**config.mk**
```make
export PLATFORM = sky130hd
export DESIGN_NAME = pm_bank_norm
export DESIGN_NICKNAME = d
export VERILOG_FILES = /design/src/rtl/pm_bank_norm.sv
export SDC_FILE = /design/constraint.sdc
export NUM_CORES = 2
export LEC_CHECK = 0
export ABC_CLOCK_PERIOD_IN_PS = 5900
export CORE_AREA = 3 3 177 308
export DETAILED_ROUTE_END_ITERATION = 6
export DIE_AREA = 0 0 180 311
export PLACE_DENSITY = 0.84
export SETUP_SLACK_MARGIN = 0.2
export SLEW_MARGIN = 0
export SYNTH_ARGS = -nofsm -noshare
export SYNTH_HDL_FRONTEND = slang
export SYNTH_SLANG_ARGS = --single-unit
```
**constraint.sdc**
```tcl
create_clock -name clk -period 5.9 [get_ports clk]
set_input_delay 0.885 -clock clk [delete_from_list [all_inputs] [get_ports clk]]
set_output_delay 0.885 -clock clk [all_outputs]
set_load 0.01 [all_outputs]
```
**src/rtl/pm_bank_norm.sv**
```systemverilog
// rtl/pm_bank_norm.sv - ping-pong path-metric store with per-step min normalisation
// Reads come from the previous bank; ACS lanes write the current bank.
module pm_bank_norm #(
    parameter int K  = 5,
    parameter int M  = K - 1,
    parameter int S  = 1 << M,
    parameter int P  = 2,
    parameter int Wm = 8
) (
    input  logic                clk,
    input  logic                rst_n,
    input  logic                init_frame,
    input  logic                init_mode,
    input  logic [M-1:0]        init_state,
    input  logic                norm_en,
    input  logic [2*P*M-1:0]    rd_idx,
    output logic [2*P*Wm-1:0]   rd_pm,
    input  logic [P-1:0]        wr_en,
    input  logic [P*M-1:0]      wr_idx,
    input  logic [P*Wm-1:0]     wr_pm,
    input  logic                swap_banks,
    output logic                prev_A,
    output logic [Wm-1:0]       step_min,
    output logic [15:0]         step_cnt,
    output logic                err_incomplete,
    output logic                err_collide
);

    localparam logic [Wm-1:0] INF = '1;

    logic [Wm-1:0] bank_a_q [S];
    logic [Wm-1:0] bank_a_d [S];
    logic [Wm-1:0] bank_b_q [S];
    logic [Wm-1:0] bank_b_d [S];
    logic          prev_a_q, prev_a_d;
    logic [Wm-1:0] norm_off_q, norm_off_d;
    logic [Wm-1:0] run_min_q, run_min_d;
    logic [Wm-1:0] step_min_q, step_min_d;
    logic [15:0]   step_cnt_q, step_cnt_d;
    logic [S-1:0]  mask_q, mask_d;
    logic          err_inc_q, err_inc_d;
    logic          err_col_q, err_col_d;

    logic [Wm-1:0] cyc_min;
    logic [Wm-1:0] step_m;
    logic [S-1:0]  wr_mask;
    logic          collide;

    // INF stays INF; stale entries below the offset clamp to zero instead of wrapping.
    function automatic logic [Wm-1:0] norm_read(input logic [Wm-1:0] v, input logic [Wm-1:0] off);
        if (v == INF)
            return INF;
        else if (v < off)
            return '0;
        else
            return v - off;
    endfunction

    for (genvar j = 0; j < 2*P; j++) begin : g_rd
        logic [M-1:0]  ri;
        logic [Wm-1:0] v;
        assign ri = rd_idx[j*M +: M];
        assign v  = prev_a_q ? bank_a_q[ri] : bank_b_q[ri];
        assign rd_pm[j*Wm +: Wm] = norm_read(v, norm_off_q);
    end

    always_comb begin
        cyc_min = INF;
        wr_mask = '0;
        collide = 1'b0;
        for (int l = 0; l < P; l++) begin
            if (wr_en[l]) begin
                wr_mask[wr_idx[l*M +: M]] = 1'b1;
                if (wr_pm[l*Wm +: Wm] < cyc_min)
                    cyc_min = wr_pm[l*Wm +: Wm];
            end
            for (int l2 = l + 1; l2 < P; l2++) begin
                if (wr_en[l] && wr_en[l2] && (wr_idx[l*M +: M] == wr_idx[l2*M +: M]))
                    collide = 1'b1;
            end
        end
        step_m = (run_min_q < cyc_min) ? run_min_q : cyc_min;
    end

    always_comb begin
        bank_a_d   = bank_a_q;
        bank_b_d   = bank_b_q;
        prev_a_d   = prev_a_q;
        norm_off_d = norm_off_q;
        run_min_d  = run_min_q;
        step_min_d = step_min_q;
        step_cnt_d = step_cnt_q;
        mask_d     = mask_q;
        err_inc_d  = err_inc_q;
        err_col_d  = err_col_q;
        if (init_frame) begin
            for (int s = 0; s < S; s++) begin
                if (prev_a_q)
                    bank_a_d[s] = (init_mode || (M'(s) == init_state)) ? '0 : INF;
                else
                    bank_b_d[s] = (init_mode || (M'(s) == init_state)) ? '0 : INF;
            end
            norm_off_d = '0;
            run_min_d  = INF;
            step_min_d = INF;
            step_cnt_d = '0;
            mask_d     = '0;
            err_inc_d  = 1'b0;
            err_col_d  = 1'b0;
        end else begin
            // Ascending lane order lets the highest enabled lane win a shared index.
            for (int l = 0; l < P; l++) begin
                if (wr_en[l]) begin
                    if (prev_a_q)
                        bank_b_d[wr_idx[l*M +: M]] = wr_pm[l*Wm +: Wm];
                    else
                        bank_a_d[wr_idx[l*M +: M]] = wr_pm[l*Wm +: Wm];
                end
            end
            mask_d    = mask_q | wr_mask;
            run_min_d = step_m;
            if (collide)
                err_col_d = 1'b1;
            if (swap_banks) begin
                if (!(&(mask_q | wr_mask)))
                    err_inc_d = 1'b1;
                prev_a_d   = ~prev_a_q;
                step_min_d = step_m;
                norm_off_d = (norm_en && (step_m != INF)) ? step_m : '0;
                run_min_d  = INF;
                mask_d     = '0;
                step_cnt_d = step_cnt_q + 16'd1;
            end
        end
    end

    always_ff @(posedge clk or negedge rst_n) begin
        if (!rst_n) begin
            for (int s = 0; s < S; s++) begin
                bank_a_q[s] <= '0;
                bank_b_q[s] <= '0;
            end
            prev_a_q   <= 1'b1;
            norm_off_q <= '0;
            run_min_q  <= INF;
            step_min_q <= INF;
            step_cnt_q <= '0;
            mask_q     <= '0;
            err_inc_q  <= 1'b0;
            err_col_q  <= 1'b0;
        end else begin
            for (int s = 0; s < S; s++) begin
                bank_a_q[s] <= bank_a_d[s];
                bank_b_q[s] <= bank_b_d[s];
            end
            prev_a_q   <= prev_a_d;
            norm_off_q <= norm_off_d;
            run_min_q  <= run_min_d;
            step_min_q <= step_min_d;
            step_cnt_q <= step_cnt_d;
            mask_q     <= mask_d;
            err_inc_q  <= err_inc_d;
            err_col_q  <= err_col_d;
        end
    end

    assign prev_A         = prev_a_q;
    assign step_min       = step_min_q;
    assign step_cnt       = step_cnt_q;
    assign err_incomplete = err_inc_q;
    assign err_collide    = err_col_q;

endmodule

```
* Word-level counts from Yosys, hierarchy flattened *
Index checks and enable logic that the tools add are counted.

operators by class
  multiplexer cells = 132
  bitwise logic cells = 10
  add/subtract/negate cells = 5
  reduce and logical (&&, ||, !) cells = 29
  eq/ne operators = 24
  order comparisons = 19

operators with widths
  kind                                                  count
  two-way mux 128 bit                                   12
  two-way mux 8 bit                                     90
  bitwise mux 128 bit                                   4
  binary-select mux 8 bit (select 4 bit)                8
  two-way mux 16 bit                                    6
  demux 8 bit (select 4 bit)                            2
  < comparator 8 bit                                    6
  equality test 4 bit (first input constant)            8
  equality test 8 bit (second input constant)           4
  bitwise OR 16 bit                                     2
  subtractor 8 bit                                      4
  >= comparator 5 bit (second input constant)           6
  NOT 4 -> 5 bit                                        6
  adder 16 x 1 -> 16 bit (second input constant)        1
  equality test 3 x 4 -> 1 bit (first input constant)   4
  logical OR 1 bit                                      16
  AND reduction 16 bit                                  1
  < comparator 4 x 5 -> 1 bit (second input constant)   2
  < comparator 5 x 1 -> 1 bit (second input constant)   2
  demux 1 bit (select 4 bit)                            2
  equality test 2 x 4 -> 1 bit (first input constant)   2
  >= comparator 4 x 1 -> 1 bit (second input constant)  2
  < comparator 8 bit (second input constant)            1
  two-way mux 1 bit                                     8
  other kinds (10)                                      20

storage, ports and cells
  word-level logic and storage cells = 259
  flip-flop bits (word level) = 315
  output and inout port bits = 59

* Logic depth before layout (Yosys ltp) *
  depth after elaboration = 13
  gate-level depth with buffers = 21

* Worst setup path after synthesis *
Ideal clock, no wire load.

  path kind = input to output
  from = in rd_idx[0]
  to = out rd_pm[0]
  arrival = 4183 ps
  required time = 5015 ps
  path slack = 832 ps
  stages on the path = 16
  cells stage by stage = buf_4 buf_4 mux4_2 mux4_2 mux2i_1 ha_1 fa_1 nor2b_1 o21ai_0 a21boi_0 o21ai_0 a21boi_0 o21ai_0 nand2b_1 buf_1 a21o_1

between the ends
  longest elaborated chain between the ends = 8

ends and longest elaborated chain
  what                                                           line    text
  start: declaration                                             16      input logic [2*P*M-1:0] rd_idx,
  NOT 4 -> 5 bit (not written as such) *                         63      assign v = prev_a_q ? bank_a_q[ri] : bank_b_q[ri];
  binary-select mux 8 bit (select 4 bit)                         63
  two-way mux 8 bit (not written as such) (2 in a row)           63
  two-way mux 8 bit *                                            63
  subtractor 8 bit / < comparator 8 bit (equally long branches)  56, 53
  two-way mux 8 bit                                              53      else if (v < off)
  two-way mux 8 bit *                                            51      if (v == INF)
  end: declaration                                               17      output logic [2*P*Wm-1:0] rd_pm,

Every way passes the cells marked *; elsewhere a longest branch is shown, timed or not. The select of a mux whose other input is x is not followed.

* Worst setup path after layout *
  from = in rd_idx[8]
  to = out rd_pm[20]

Same word-level chain as after synthesis.

==> metrics.csv <==
metric,value,unit
drive_above_1_share,0.2224,
clock_skew,26.37,ps
rsz0062_at_grt,true,
switching_share,0.4660,
whs,246.7,ps
regArea,7909,sq um
post-place-ws,-54.65,ps
ys_seq_area_frac,0.2759,
avgSynthCellArea,9.499,sq um
period_share,0.9599,
async_reset_ff_frac,1.000,
comb_power_share,0.563,
drcViolationCount,0,
multi_input_area,19400,sq um
numCtsBuffers,34,
relSlewSlack,0.05130,
routed_via_density,7.716,
clock_latency,550,ps
n_fill_cell,4206,
hold_buffers,0,
grt_pass1_vias,27790,
core,52360,sq um
vias,28960,
synth-edff-count,0,
grt.overflow.total,0,
drt-pass1-iter-count,6,
synth.distinct_cells,66,
finalSetupViolCount,0,
dieArea,55980,sq um
max_freq,176.6,MHz
fin_ws,236.4,ps
dp_hpwl,92740,um
areaGrowthSynthToFinish,13.16,%
fp.dieW,180,um
critPathCaptureType,primary output,
r2r_setup_slack,2130,ps
cellPowerDensity,506.5,nW/um^2
cts_buffer_depth,3,
cts-root-buf,clkbuf_16,
final_nets,3144,
drt-initial-drc-count,4910,
start_kind,primary input,
seqPwrFrac,0.301,
rows,111,
arrival,4780,ps
drv_cap,0,
required,5020,ps
htree_levels,2,
leakagePower,12.98,nW
drt-total-wl,131500,um
worst_ir_drop_vdd,0.3162,mV
grt_pass1_wl,189300,um
hold_path_class,primary input to asynchronous set/reset pin,
ys_top_cells_by_area,"dfrtp_1 26%, mux4_2 25%, o21ai_0 6.3%",
netlist_area,28650,sq um
path_class,primary input to primary output,
io_buffers,110,
synth_flop_cell,dfrtp_1,
wl_per_cell,35.04,um
syn_inst,3016,
yosysWarningCount,0,
initial_core_util,0.5472,
gp_congestion,1.195,
synth.top_cell.area_share,0.2603,
max_slew.worst_pin.slew,1418,ps
hold_viol,0,
yosysMostFrequentCell,nand2_1,
p_clk_frac,0.136,
antenna_found_initial,5,
p_switching,7.652,mW
die_y,311,um
synth_fp_nets,3115,
cts_tree,built,
grt_max_degree,161,
fin_crit,5664,ps
ys_top_cells_by_count,"428 x nand2_1, 360 x o21ai_0, 320 x mux4_2",
intPower,8.768,mW
grtUsageTotal,0.4587,
clkSinkCount,315,
status,"finished, final reports clean",
yosysTopAreaCell,dfrtp_1,
pin_count,111,
worstPathMaxFanout,10,
ys_seq_elements,315,
slew_violations,0,
cts.clk_slew.worst_paths,70,ps
ant_nets,0,
-- flip-flops by register name, summed over array words and instances (netlist names) --
name and cells:
bank_a_q 128, bank_b_q 128, mask_q 16, step_cnt 16, norm_off_q 8, run_min_q 8, step_min 8, err_collide 1
err_incomplete 1, prev_A 1
-- layout by cell type, fill, tap and decap left out, drive strengths merged, types with 13 or more instances in the layout --
cell and n:
nor2b 26, o211ai 162, xor2 21, dfstp 17
o21ai 398, inv 42, nor2 116, nand2b 13
nor3 38, buf 202, nand4 15, ha 43
a21oi 63, mux2i 153, a31oi 125, nand3 301
clkdlybuf4s50 89, clkbuf 44, mux4 320, nand2 428
clkinv 13, a21o 48, dfrtp 298
-- final timing paths --
kind                                      from                   endpoint  cells after the start
max                                  rd_idx[8]                  rd_pm[20]                     16
min                                      rst_n  bank_a_q[101]$_DFFE_PN0P_                      1
max reg2reg                 prev_A$_DFFE_PN1P_   bank_b_q[67]$_DFFE_PN0P_                      5
min reg2reg                mask_q[1]$_DFF_PN0_        mask_q[1]$_DFF_PN0_                      2
max in group asynchronous                rst_n   bank_b_q[56]$_DFFE_PN0P_                      2
min in group clk           mask_q[1]$_DFF_PN0_        mask_q[1]$_DFF_PN0_                      2
-- per-layer routing --
layer	share of wire	vias up	GRT usage	wire length (um)
met5	0	-	0	0
met4	0.16	0	0.5140	20800
met3	0.11	961	0.1099	14680
met2	0.45	2636	0.7153	59330
met1	0.28	13780	0.4759	36690
li1	-	11580	-	-
-- timing repair --
action,CTS,global route
cloned,2,2
buffers inserted,9,57
gates resized for setup,22,33
pin swaps,0,5
setup endpoints to repair,32,42
-- logic make-up after synthesis --
| kind of cell | after synthesis | share of synthesized area |
|---|---|---|
| AO/OA/AOI/OAI | 824 | 0.1755 |
| XOR/XNOR | 33 | 0.01009 |
| adder cells (fa/ha/maj) | 47 | 0.02157 |
| buffers and inverters | 346 | 0.05140 |
| flip-flops | 315 | 0.2759 |
| multiplexers | 478 | 0.3081 |
| AND/OR/NAND/NOR | 973 | 0.1574 |
-- final cells by class --
class,instances,area share
Multi-Input combinational cell,2355,0.5985
Sequential cell,315,0.2440
Timing Repair Buffer,299,0.09170
Clock buffer,42,0.02968
Tap cell,678,0.02617
Clock inverter,16,0.004708
Inverter,40,0.004708
Antenna cell,8,0.0006175
-- metrics by stage --
stage	cell area [sq um]	utilization	TNS [ps]	power, mW	cells
floorplan	28650	-	0	9.889	3016
global placement	30490	0.5822	0	13.09	3617
detailed placement	30490	0.5822	-299.1	13.49	3617
CTS	31800	0.6074	0	15.80	3686
global route	32410	0.6189	0	17.04	3748
finish	32420	0.6192	0	16.42	3753
-- critical path: stages --
cell	delay, ps
buf_8	180
buf_12	180
mux4_2	570
mux4_2	500
nand2_1	160
nand2_1	110
ha_1	330
nor2b_1	220
o21ai_2	80
a21boi_1	180
o21ai_1	100
a21boi_1	220
o21ai_1	100
nand2b_1	220
a21o_1	170
clkdlybuf4s50_1	530
-- power groups by stage --
stage | Sequential [mW] | Combinational [mW] | Clock (mW)
floorplan | 3.86 | 6.03 | 0
global placement | 4.73 | 8.36 | 0
detailed placement | 4.84 | 8.65 | 0
CTS | 4.80 | 8.78 | 2.22
global route | 4.96 | 9.77 | 2.31
finish | 4.95 | 9.24 | 2.23
(Power assumes the default switching activity.)
